### src/rtl/pipe_ctrl_pkg.sv
// Shared types and constants for the pipeline controller and its hazard scoreboard.
package pipe_ctrl_pkg;

  localparam int INST_W           = 19;
  localparam int REG_W            = 3;
  localparam int SCOREBOARD_DEPTH = 3;

  // Register field positions inside an instruction word
  localparam int RD_LSB  = 11;
  localparam int RS1_LSB = 8;
  localparam int RS2_LSB = 5;

  localparam logic [INST_W-1:0] HALT_INST = 19'h00001;

  typedef enum logic [2:0] {
    ST_RUN,
    ST_STALL,
    ST_DRAIN,
    ST_HALTED,
    ST_FAULT
  } state_t;

  // One in-flight destination register: slot 0 = ID, 1 = EX, 2 = MEM
  typedef struct packed {
    logic             vld;
    logic [REG_W-1:0] rd;
  } sb_entry_t;

  function automatic logic [REG_W-1:0] reg_field(input logic [INST_W-1:0] inst,
                                                 input int lsb);
    return inst[lsb +: REG_W];
  endfunction

endpackage

### src/rtl/hazard_scoreboard.sv
// Tracks destination registers of instructions in ID/EX/MEM and flags RAW hazards
// for the instruction sitting in IF.
module hazard_scoreboard
  import pipe_ctrl_pkg::*;
(
  input  logic             clk,
  input  logic             rst,
  input  sb_entry_t        push,
  input  logic [REG_W-1:0] rs1,
  input  logic [REG_W-1:0] rs2,
  input  logic             rs1_live,
  input  logic             rs2_live,
  output logic             hazard,
  output logic             drain_done
);

  sb_entry_t [SCOREBOARD_DEPTH-1:0] slot;
  logic      [SCOREBOARD_DEPTH-1:0] hit;

  // Shift one slot per cycle; the oldest entry retires out of MEM
  always_ff @(posedge clk) begin
    if (rst) slot <= '0;
    else     slot <= {slot[SCOREBOARD_DEPTH-2:0], push};
  end

  // Per-slot RAW compare; no forwarding, so every valid slot can block
  for (genvar g = 0; g < SCOREBOARD_DEPTH; g++) begin : g_cmp
    assign hit[g] = slot[g].vld &&
                    ((rs1_live && (slot[g].rd == rs1)) ||
                     (rs2_live && (slot[g].rd == rs2)));
  end

  assign hazard = |hit;

  // Only the MEM slot may still be occupied: after this edge the pipe is empty
  always_comb begin
    drain_done = 1'b1;
    for (int i = 0; i < SCOREBOARD_DEPTH - 1; i++)
      if (slot[i].vld) drain_done = 1'b0;
  end

endmodule

### src/rtl/pipeline_controller.sv
// Pipeline control: RAW stalls, redirect flushes, halt drain and overflow fault.
module pipeline_controller
  import pipe_ctrl_pkg::*;
(
  input  logic              clk,
  input  logic              rst,
  input  logic [INST_W-1:0] if_inst,
  input  logic              if_rs2_sel,
  input  logic              if_reads_rs1,
  input  logic              if_reads_rs2,
  input  logic              if_reg_write,
  input  logic              redirect,
  input  logic              stack_overflow,
  output logic              pc_write,
  output logic              if_write,
  output logic              id_bubble,
  output logic              flush_if,
  output logic              flush_id,
  output logic              halted,
  output logic              fault,
  output logic [15:0]       stall_count
);

  state_t           state, nxt_state;
  logic             hazard, drain_done, cnt_inc, is_halt;
  logic [REG_W-1:0] rs1, rs2;
  sb_entry_t        push;

  assign rs1     = reg_field(if_inst, RS1_LSB);
  assign rs2     = if_rs2_sel ? reg_field(if_inst, RD_LSB) : reg_field(if_inst, RS2_LSB);
  assign is_halt = (if_inst == HALT_INST);

  // The IF instruction enters ID only when it really advances
  assign push.vld = if_reg_write & if_write & ~id_bubble & ~flush_id;
  assign push.rd  = reg_field(if_inst, RD_LSB);

  hazard_scoreboard u_sb (
    .clk        (clk),
    .rst        (rst),
    .push       (push),
    .rs1        (rs1),
    .rs2        (rs2),
    .rs1_live   (if_reads_rs1),
    .rs2_live   (if_reads_rs2),
    .hazard     (hazard),
    .drain_done (drain_done)
  );

  assign halted = (state == ST_HALTED) & ~rst;
  assign fault  = (state == ST_FAULT)  & ~rst;

  // Next state and control outputs, in priority order overflow > redirect > halt > hazard.
  // STALL accepts a halt like RUN does, otherwise a halt leaving a stall would slip into ID.
  always_comb begin
    pc_write  = 1'b1;
    if_write  = 1'b1;
    id_bubble = 1'b0;
    flush_if  = 1'b0;
    flush_id  = 1'b0;
    cnt_inc   = 1'b0;
    nxt_state = state;
    if (rst) begin
      nxt_state = ST_RUN;
    end else if (state == ST_FAULT) begin
      pc_write = 1'b0; if_write = 1'b0; id_bubble = 1'b1;
    end else if (stack_overflow) begin
      pc_write = 1'b0; if_write = 1'b0; id_bubble = 1'b1;
      nxt_state = ST_FAULT;
    end else if (state == ST_HALTED) begin
      pc_write = 1'b0; if_write = 1'b0; id_bubble = 1'b1;
    end else if (redirect) begin
      flush_if = 1'b1; flush_id = 1'b1;
      nxt_state = ST_RUN;
    end else if (state == ST_DRAIN) begin
      pc_write = 1'b0; if_write = 1'b0; id_bubble = 1'b1;
      if (drain_done) nxt_state = ST_HALTED;
    end else if (is_halt) begin
      pc_write = 1'b0; if_write = 1'b0; id_bubble = 1'b1;
      nxt_state = ST_DRAIN;
    end else if (hazard) begin
      pc_write = 1'b0; if_write = 1'b0; id_bubble = 1'b1;
      cnt_inc   = 1'b1;
      nxt_state = ST_STALL;
    end else begin
      nxt_state = ST_RUN;
    end
  end

  // State register and saturating stall counter
  always_ff @(posedge clk) begin
    if (rst) begin
      state       <= ST_RUN;
      stall_count <= '0;
    end else begin
      state <= nxt_state;
      if (cnt_inc && (stall_count != 16'hFFFF)) stall_count <= stall_count + 16'd1;
    end
  end

endmodule

### config.mk
export PLATFORM = sky130hd
export DESIGN_NAME = pipeline_controller
export DESIGN_NICKNAME = d
export VERILOG_FILES = /design/src/rtl/pipe_ctrl_pkg.sv /design/src/rtl/hazard_scoreboard.sv /design/src/rtl/pipeline_controller.sv
export SDC_FILE = /design/constraint.sdc
export NUM_CORES = 1
export LEC_CHECK = 0
export CAP_MARGIN = 20
export CORE_MARGIN = 4
export CORE_UTILIZATION = 41
export CTS_CLUSTER_DIAMETER = 100
export DETAILED_ROUTE_END_ITERATION = 8
export PLACE_DENSITY = 0.8
export SLEW_MARGIN = 25
export SYNTH_ARGS = -nofsm -noshare
export SYNTH_HDL_FRONTEND = slang
export SYNTH_HIERARCHICAL = 1
export SYNTH_SLANG_ARGS = --single-unit
### constraint.sdc
create_clock -name clk -period 3.53 [get_ports clk]
set_input_delay 0.5295 -clock clk [delete_from_list [all_inputs] [get_ports clk]]
set_output_delay 0.5295 -clock clk [all_outputs]
set_load 0.05 [all_outputs]
Word level (Yosys, flattened, before mapping)
Cells that the tools add are included.
W data, S select, Z words.

storage, ports and cells
  bits of input ports = 27
  register bits after elaboration = 31

operators by class
  $add $sub $neg = 1
  eq/ne operators = 13
  reductions and logical operators = 15
  mux-type cells = 38
  bitwise operators = 9

operators by type and width
  operator                 number
  $mux W1                  31
  $eq A19 B1 Y1 const B    1
  $eq A3 B3 Y1             6
  $mux W3                  6
  $add A16 B1 Y16 const B  1
  $ne A16 B16 Y1 const B   1
  $logic_and A1 B1 Y1      10
  $eq A3 B2 Y1 const B     2
  $and A1 B1 Y1            5
  $ne A4 B4 Y1 const B     1
  $not A1 Y1               4
  $eq A3 B3 Y1 const B     1
  $logic_or A1 B1 Y1       3
  $reduce_and A3 Y1        1
  $reduce_or A3 Y1         1
  $mux W2                  1
  $ne A2 B2 Y1 const B     1

Longest topological paths before layout
Gate-level depths: netlist of run 1.

  depth in word-level cells = 17
  depth in mapped cells = 10
  gate-level depth less buffers = 10

Modules after synthesis
Netlist of run 1, hierarchy kept.

by module, submodules not included
  module               area an instance (µm²)  sequential area each (µm²)  cells an instance  instances
  pipeline_controller  1208.7                  380.4                       144                1
  hazard_scoreboard    543.0                   240.2                       54                 1

Worst setup path after synthesis of run 1
Ideal clock, no wire load.

  path kind = input to output
  from = in if_rs2_sel
  to = out id_bubble
  path buffers = 0
  setup slack = 353 ps
  required time = 3000 ps
  stages = 7
  arrival = 2647 ps
  cells stage by stage = mux2_2 xnor2_1 nand4_1 a21boi_0 a221o_1 nor3_1 nor3b_1

between the ends
  cells in the longest elaborated chain, start to end = 14

RTL lines
  what                  line                       text
  start: declaration    pipeline_controller.sv:8   input logic if_rs2_sel,
  $mux W3 (*)           pipeline_controller.sv:30  assign rs2 = if_rs2_sel ? reg_field(if_inst, RD_LSB) : reg_field(if_inst, RS2_LSB);
  $eq A3 B3 Y1          hazard_scoreboard.sv:30    (rs2_live && (slot[g].rd == rs2)));
  $logic_and A1 B1 Y1   hazard_scoreboard.sv:30
  $logic_or A1 B1 Y1    hazard_scoreboard.sv:29    ((rs1_live && (slot[g].rd == rs1)) ||
  $logic_and A1 B1 Y1   hazard_scoreboard.sv:28    assign hit[g] = slot[g].vld &&
  $reduce_or A3 Y1 (*)  hazard_scoreboard.sv:33    assign hazard = |hit;
  net hazard            pipeline_controller.sv:25  logic hazard, drain_done, cnt_inc, is_halt;
  $mux W1 (*)           pipeline_controller.sv:80  end else if (hazard) begin
  $mux W1 (*)           pipeline_controller.sv:77  end else if (is_halt) begin
  $mux W1 (*)           pipeline_controller.sv:74  end else if (state == ST_DRAIN) begin
  $mux W1 (*)           pipeline_controller.sv:71  end else if (redirect) begin
  $mux W1 (*)           pipeline_controller.sv:69  end else if (state == ST_HALTED) begin
  $mux W1 (*)           pipeline_controller.sv:66  end else if (stack_overflow) begin
  $mux W1 (*)           pipeline_controller.sv:64  end else if (state == ST_FAULT) begin
  $mux W1 (*)           pipeline_controller.sv:62  if (rst) begin
  end: declaration      pipeline_controller.sv:16  output logic id_bubble,

The timed path passes the listed nets; every way through them passes the cells marked *.

Worst setup path in the final report of run 1
  from = in if_rs2_sel
  to = out if_write

between the ends
  cells in the longest elaborated chain, start to end = 14

RTL lines
  what                  line                       text
  $mux W3 (*)           pipeline_controller.sv:30
  net rs2[0]            pipeline_controller.sv:26  logic [REG_W-1:0] rs1, rs2;
  $eq A3 B3 Y1          hazard_scoreboard.sv:30
  $logic_and A1 B1 Y1   hazard_scoreboard.sv:30
  $logic_or A1 B1 Y1    hazard_scoreboard.sv:29
  $logic_and A1 B1 Y1   hazard_scoreboard.sv:28
  $reduce_or A3 Y1 (*)  hazard_scoreboard.sv:33
  net hazard            pipeline_controller.sv:25
  $mux W1 (*)           pipeline_controller.sv:80
  $mux W1 (*)           pipeline_controller.sv:77
  $mux W1 (*)           pipeline_controller.sv:74
  $mux W1 (*)           pipeline_controller.sv:71
  $mux W1 (*)           pipeline_controller.sv:69
  $mux W1 (*)           pipeline_controller.sv:66
  $mux W1 (*)           pipeline_controller.sv:64
  $mux W1 (*)           pipeline_controller.sv:62
  end: declaration      pipeline_controller.sv:15  output logic if_write,

Marks and branches as above.

==> results.md, run 1 <==
* Top cell type's share of synthesized area at 35.4%
* Xor and xnor fraction of the mapped netlist area at 9.00%
* Die height at 73.4 um
* Crit start category: primary input
* Initial antenna violation count at 0
* FP Rows at 23
* P per Cell Area at 333 nW/um^2
* Vias in the first global route at 1,446
* Sequential-to-total area share from yosys stat at 35.4%
* Final hold vios at 0
* Final period utilization at 95.9%
* Area leader, netlist: dfxtp_1
* DP HPWL at 3190 um
* DRT iter0 DRCs at 90
* Adder-Cell Fraction of Synth Area at 0.714%
* Max cap viols at 0
* Post-CTS Hold Buffers at 0
* Top FF cell, synth: dfxtp_1
* Most common cell after layout, fill and taps aside: clkdlybuf4s50_1
* Crit-path max FO at 4
* Status: complete, no violations
* Final ANT Viol Nets at 0
* Multiplexer share of the synthesized area at 4.79%
* Busiest metal layer after global routing: met2
* Syn_area_per_cell at 8.85 sq um
* Total power at 0.000793 W
* Met2 Use GR at 24.1%
* Post-Layout Inst Area at 2380 sq um
* First-pass GRT wire length at 6560 um
* DRC Markers at 0
* Post-cts resize count at 0
* Area of the multi-input gates at 1070 sq um
* Routed WL at 4140 um
* Required @ worst endpoint at 3.00 ns
* Dpl cell area at 2280 sq um
* Clock sink count at 31
* Share of layout cells above drive strength 1 at 14.5%
* Synthesized net count at 226
* Total core area at 4060 sq um
* Gr ovfl total at 0
* PortBufs at 49
* Post CTS Setup Buffer Count at 0
* CP Capture Type: primary output
* Area delta synth->final at 36.0%
* Peak supply drop at 0.401 mV
* DR vias/cell at 5.25
* Final #Nets at 276
* RSZ-0062 raised after global routing: no
* Sequential cell area at 621 sq um
* Complex-gate fraction of the synthesized area at 11.6%
* Total CTS buffers at 5
* Grt met3 use at 4.24%
* TNS Setup at 0 ns
* Critical path data arrival time at 2.86 ns
* Largest cells by area after synthesis: dfxtp_1 35%, xnor2_1 9.0%, nor2b_1 6.1%
* GR Util met1 at 21.2%
* CTS root buf: clkbuf_8
* Worst-Margin Slew at 0.503 ns
* Post-synth EDFFs at 0
* Commonest non-fill, non-tap cells in the layout: 42 x clkdlybuf4s50_1, 31 x dfxtp_1, 18 x xnor2_1
* Synthesized area at 1750 sq um
* Syn Inst Count at 198
* Flops & latches, synth at 31
* Worst-Skew Late Latency at 0.29 ns
* Gr usage total at 15.7%
* Post-synth cell types at 40
* I/O pin count at 50
* Die area at 5380 sq um
* Fillers at 371
* Worst-path clk slew at 0.06 ns
* CTS tree: yes
* Initial core utilization at 43.2%
* Die Span X at 73.4 um
* Synth warn at 6
* Crit path time final at 3.39 ns
* DR WL/cell at 13.9 um
* Clock Skews at 0.0139 ns
* Simple-gate share of the synthesized area at 34.9%
* Hold Crit Class: reg2reg
* Final setup fails at 0
* Diode count at 0
* Max H-tree Level at 2
* Max Root-Sink Buffers at 2
* Vias post-DR at 1,570
* Main combinational cell family by area after synthesis: simple AND/OR/NAND/NOR gates
* Post-synth ARST share at 0%
* Drt pass-1 iters at 4
* Routability cong. at 0.844
* Pleak at 0.797 nW
* Critical path type: in2out
* Largest net degree at the start of global routing at 29
* Post-layout util at 58.7%
* Relative slew margins at 66.3%
* Slew Viols, Final at 0
* Fmax at 295 MHz
-- through the flow --
stage	hold WS, ns	std cells	worst slack [ns]
floorplan	0.454	198	0.353
detailed placement	0.478	291	0.0352
global route	0.508	299	0.0406
CTS	0.492	299	0.159
global placement	0.472	291	0.117
finish	0.486	299	0.144
-- registers in the layout (all words and copies together), names as in the netlist --
| register | flops |
|---|---|
| state | 3 |
| stall_count | 16 |
| u_sb/slot | 12 |
-- area by class of cell --
cell class                 count  area share [%]
sequential                    31            26.1
tap                           50            2.63
inverter                       2           0.315
clock buffer                   7            4.04
clock inverter                 1           0.315
timing repair buffer          53            21.6
multi-input combinational    155            45.0
-- power breakdown --
part	total [W]	switching (W)	internal (W)
combinational	0.000117	0.0000556	0.0000619
sequential	0.000362	0.00000566	0.000356
clock	0.000314	0.000136	0.000177
total	0.000793	0.000198	0.000595
-- worst paths after layout --
| path | from | end | slack (ns) | cells after the start |
|---|---|---|---|---|
| max | if_rs2_sel | if_write | 0.14 | 9 |
| min reg2reg | u_sb/slot[3]$_SDFF_PP0_ | u_sb/slot[7]$_SDFF_PP0_ | 0.49 | 1 |
| max reg2reg | u_sb/slot[2]$_SDFF_PP0_ | stall_count[9]$_SDFFE_PP0P_ | 1.07 | 8 |
| min | u_sb/slot[3]$_SDFF_PP0_ | u_sb/slot[7]$_SDFF_PP0_ | 0.49 | 1 |
-- layer usage --
metal  routed length [um]  vias to the layer above
met1                 2030                      708
li1                     -                      824
met2                 1890                       33
met5                    0                        -
met4                   57                        0
met3                  170                        5
-- worst max-delay path, stage by stage --
cell	delay, ns
clkdlybuf4s50_1	0.52
mux2_2	0.40
xnor2_1	0.16
nand4_1	0.11
a21boi_0	0.17
a221o_1	0.19
nor3_1	0.09
or3b_2	0.47
buf_4	0.21
-- cell usage after synthesis, types with 7 or more instances --
master and count:
dfxtp_1 31, xnor2_1 18, nor2b_1 17, a21oi_1 15, nand2_1 11, o31ai_1 10, nand4_1 9, nor2_1 9
or4_1 9, nand3_1 7
-- cells by family after synthesis --
| group | after synthesis |
|---|---|
| AO/OA/AOI/OAI | 33 |
| XOR/XNOR | 18 |
| adder cells (fa/ha/maj) | 1 |
| buffers and inverters | 12 |
| flip-flops | 31 |
| multiplexers | 7 |
| AND/OR/NAND/NOR | 96 |
No activity file was read; power rests on OpenSTA's default activity.
==> inputs of run 2 (changes only) <==
--- a/config.mk
+++ b/config.mk
@@ -10,7 +10,7 @@
 export CORE_UTILIZATION = 41
 export CTS_CLUSTER_DIAMETER = 100
 export DETAILED_ROUTE_END_ITERATION = 8
-export PLACE_DENSITY = 0.8
+export PLACE_DENSITY = 0.7
 export SLEW_MARGIN = 25
 export SYNTH_ARGS = -nofsm -noshare
 export SYNTH_HDL_FRONTEND = slang
==> results.md, run 2 (synthesis results as in run 1) <==
* Max cap viols at 0 (unchanged)
* Share of power burned in the clock network at 42.9% (was 39.6%)
* Int Pwr at 0.000651 W (was 0.000595 W)
* Total core area at 4060 sq um (unchanged)
* PortBufs at 49 (unchanged)
* Slew Viols, Final at 0 (unchanged)
* R2r setup slk at 1.09 ns (was 1.07 ns)
* First-pass GRT wire length at 7020 um (was 6560 um)
* Worst-Margin Slew at 0.501 ns (was 0.503 ns)
* Initial antenna violation count at 0 (unchanged)
* CTS root buf: clkbuf_8 (unchanged)
* Pleak at 0.829 nW (was 0.797 nW)
* Post-CTS Hold Buffers at 0 (unchanged)
* Max Root-Sink Buffers at 2 (unchanged)
* Required @ worst endpoint at 3.00 ns (about the same)
* Crit path time final at 3.40 ns (was 3.39 ns)
* CTS tree: yes (unchanged)
* DR WL/cell at 14.2 um (was 13.9 um)
* Vias in the first global route at 1,536 (was 1,446)
* Crit start category: primary input (unchanged)
* Slowest-stage cell, CP: or3b_2 (was clkdlybuf4s50_1)
* Hold Crit Class: reg2reg (unchanged)
* Critical path type: in2out (unchanged)
* Met2 wire length at 1920 um (was 1890 um)
* CP peak stage delay at 0.53 ns (was 0.52 ns)
* Max H-tree Level at 2 (unchanged)
* Combinational share of power at 14.5% (was 14.8%)
* Gr ovfl total at 0 (unchanged)
* Initial core utilization at 43.2% (unchanged)
* Family with the most delay on the worst path: simple AND/OR/NAND/NOR gates (was buffers and inverters)
* Wire length on met3 at 251 um (was 170 um)
* Gr usage total at 16.7% (was 15.7%)
* Crit path capture: pc_write (was if_write)
* Clock Skews at 0.00627 ns (was 0.0139 ns)
* Largest net degree at the start of global routing at 30 (was 29)
* Peak supply drop at 0.200 mV (was 0.401 mV)
* I/O pin count at 50 (unchanged)
* DRC Markers at 0 (unchanged)
* Post-layout util at 60.0% (was 58.7%)
* Die Span X at 73.4 um (unchanged)
* CP Capture Type: primary output (unchanged)
* Top Layer Used: met4 (unchanged)
* Vias post-DR at 1,653 (was 1,570)
* Clock sink count at 31 (unchanged)
* Area delta synth->final at 39.1% (was 36.0%)
* Worst slack, placed at -0.0103 ns (was 0.0352 ns)
* Critical Path, Cell by Cell: clkdlybuf4s50_1 > mux2_2 > xnor2_1 > nand4_1 > a21boi_0 > a221o_1 > nor3_1 > or3b_2 > buf_12 (was clkdlybuf4s50_1 > mux2_2 > xnor2_1 > nand4_1 > a21boi_0 > a221o_1 > nor3_1 > or3b_2 > buf_4)
* Worst-path clk slew at 0.06 ns (about the same)
* DP HPWL at 3230 um (was 3190 um)
* Sequential Power Share at 42.6% (was 45.6%)
* Diode count at 0 (unchanged)
* Final setup fails at 0 (unchanged)
* Final period utilization at 96.4% (was 95.9%)
* Drt pass-1 iters at 4 (unchanged)
* DR vias/cell at 5.49 (was 5.25)
* Start of the worst register-to-register path: u_sb/slot[2]$_SDFF_PP0_ (unchanged)
* Commonest non-fill, non-tap cells in the layout: 42 x clkdlybuf4s50_1, 31 x dfxtp_1, 18 x xnor2_1 (unchanged)
* Die area at 5380 sq um (unchanged)
* Fmax at 294 MHz (was 295 MHz)
* Relative slew margins at 66.5% (was 66.3%)
* Total CTS buffers at 5 (unchanged)
* Status: complete, no violations (unchanged)
* DRT iter0 DRCs at 134 (was 90)
* Total net switching power at 0.000198 W (about the same)
* Routability cong. at 0.769 (was 0.844)
* Reg with most FFs: stall_count (unchanged)
* Cell count along the critical path at 9 (unchanged)
* RSZ-0062 raised after global routing: no (unchanged)
* P per Cell Area at 349 nW/um^2 (was 333 nW/um^2)
* Die height at 73.4 um (unchanged)
* Switching Fraction at 23.3% (was 24.9%)
* Worst-Skew Late Latency at 0.29 ns (about the same)
* Final hold vios at 0 (unchanged)
* Largest regs: stall_count x16, u_sb/slot x12, state x3 (unchanged)
* FP Rows at 23 (unchanged)
* FF-to-FF End: stall_count[6]$_SDFFE_PP0P_ (was stall_count[9]$_SDFFE_PP0P_)
* Critical path data arrival time at 2.87 ns (was 2.86 ns)
* Crit-path max FO at 3 (was 4)
* Worst setup margin at 0.128 ns (was 0.144 ns)
* Crit path launch: if_rs2_sel (unchanged)
* Routed WL at 4260 um (was 4140 um)
* Final ANT Viol Nets at 0 (unchanged)
* Wl on met1 at 2010 um (was 2030 um)
* Final #Nets at 278 (was 276)
* Worst path bufs/invs at 2 (unchanged)
* Reg2Reg Depth at 9 (was 8)
* Most common cell after layout, fill and taps aside: clkdlybuf4s50_1 (unchanged)
* Max reg flops at 16 (unchanged)
* Share of layout cells above drive strength 1 at 15.1% (was 14.5%)
## run 2: cell count changes in the layout (fill, tap and decap cells not counted), sizes merged
cell	previous run	this run
buf	11	13
bufinv	0	1
clkbuf	7	6
clkinv	0	1
clkinvlp	1	0
## run 2: worst min path at each step
stage | from | endpoint | slack [ns] | cells past startpoint
CTS | u_sb/slot[7]$_SDFF_PP0_ | u_sb/slot[11]$_SDFF_PP0_ | 0.49 | 1
global placement | stall_count[15]$_SDFFE_PP0P_ | stall_count[15]$_SDFFE_PP0P_ | 0.48 | 1
finish | u_sb/slot[7]$_SDFF_PP0_ | u_sb/slot[11]$_SDFF_PP0_ | 0.48 | 1
detailed placement | u_sb/slot[7]$_SDFF_PP0_ | u_sb/slot[11]$_SDFF_PP0_ | 0.48 | 1
global route | u_sb/slot[7]$_SDFF_PP0_ | u_sb/slot[11]$_SDFF_PP0_ | 0.51 | 1
floorplan | u_sb/slot[3]$_SDFF_PP0_ | u_sb/slot[7]$_SDFF_PP0_ | 0.45 | 1
## run 2: power by group through the flow
stage	clock network (W)	registers [W]	logic (W)
after floorplan	0	0.000368	0.0000653
after detailed placement	0	0.000370	0.000122
after global placement	0	0.000369	0.000122
after global routing	0.000385	0.000363	0.000132
after CTS	0.000373	0.000362	0.000123
final	0.000364	0.000362	0.000123
## run 2: area by class of cell
type,instances,area (sq um)
clock buffers,6,82.6
flip-flops and latches,31,621
multi-input cells,155,1070
inverters,2,7.51
fillers,363,1620
clock inverters,2,35.0
well taps,50,62.6
repair buffers,55,556
## run 2: what timing repair did
action                     CTS  global route
setup buffers                0             1
gates resized for setup      0             0
setup endpoints to repair    0             2
## run 2: through the flow
step / TNS (ns) / cell area (sq um) / total power (W) / hold WS (ns) / std cells
after CTS: 0 / 2430 / 0.000858 / 0.486 / 300
after detailed placement: -0.0112 / 2310 / 0.000492 / 0.481 / 292
final: 0 / 2440 / 0.000849 / 0.484 / 301
after global placement: 0 / 2310 / 0.000491 / 0.478 / 292
after floorplan: 0 / 1750 / 0.000434 / 0.454 / 198
after global routing: 0 / 2440 / 0.000880 / 0.508 / 301
## run 2: routing by layer
layer  track usage, %  vias up
li1                 -      828
met1             21.7      774
met2             26.1       44
met3             3.97        7
met4             7.65        0
met5                0        -
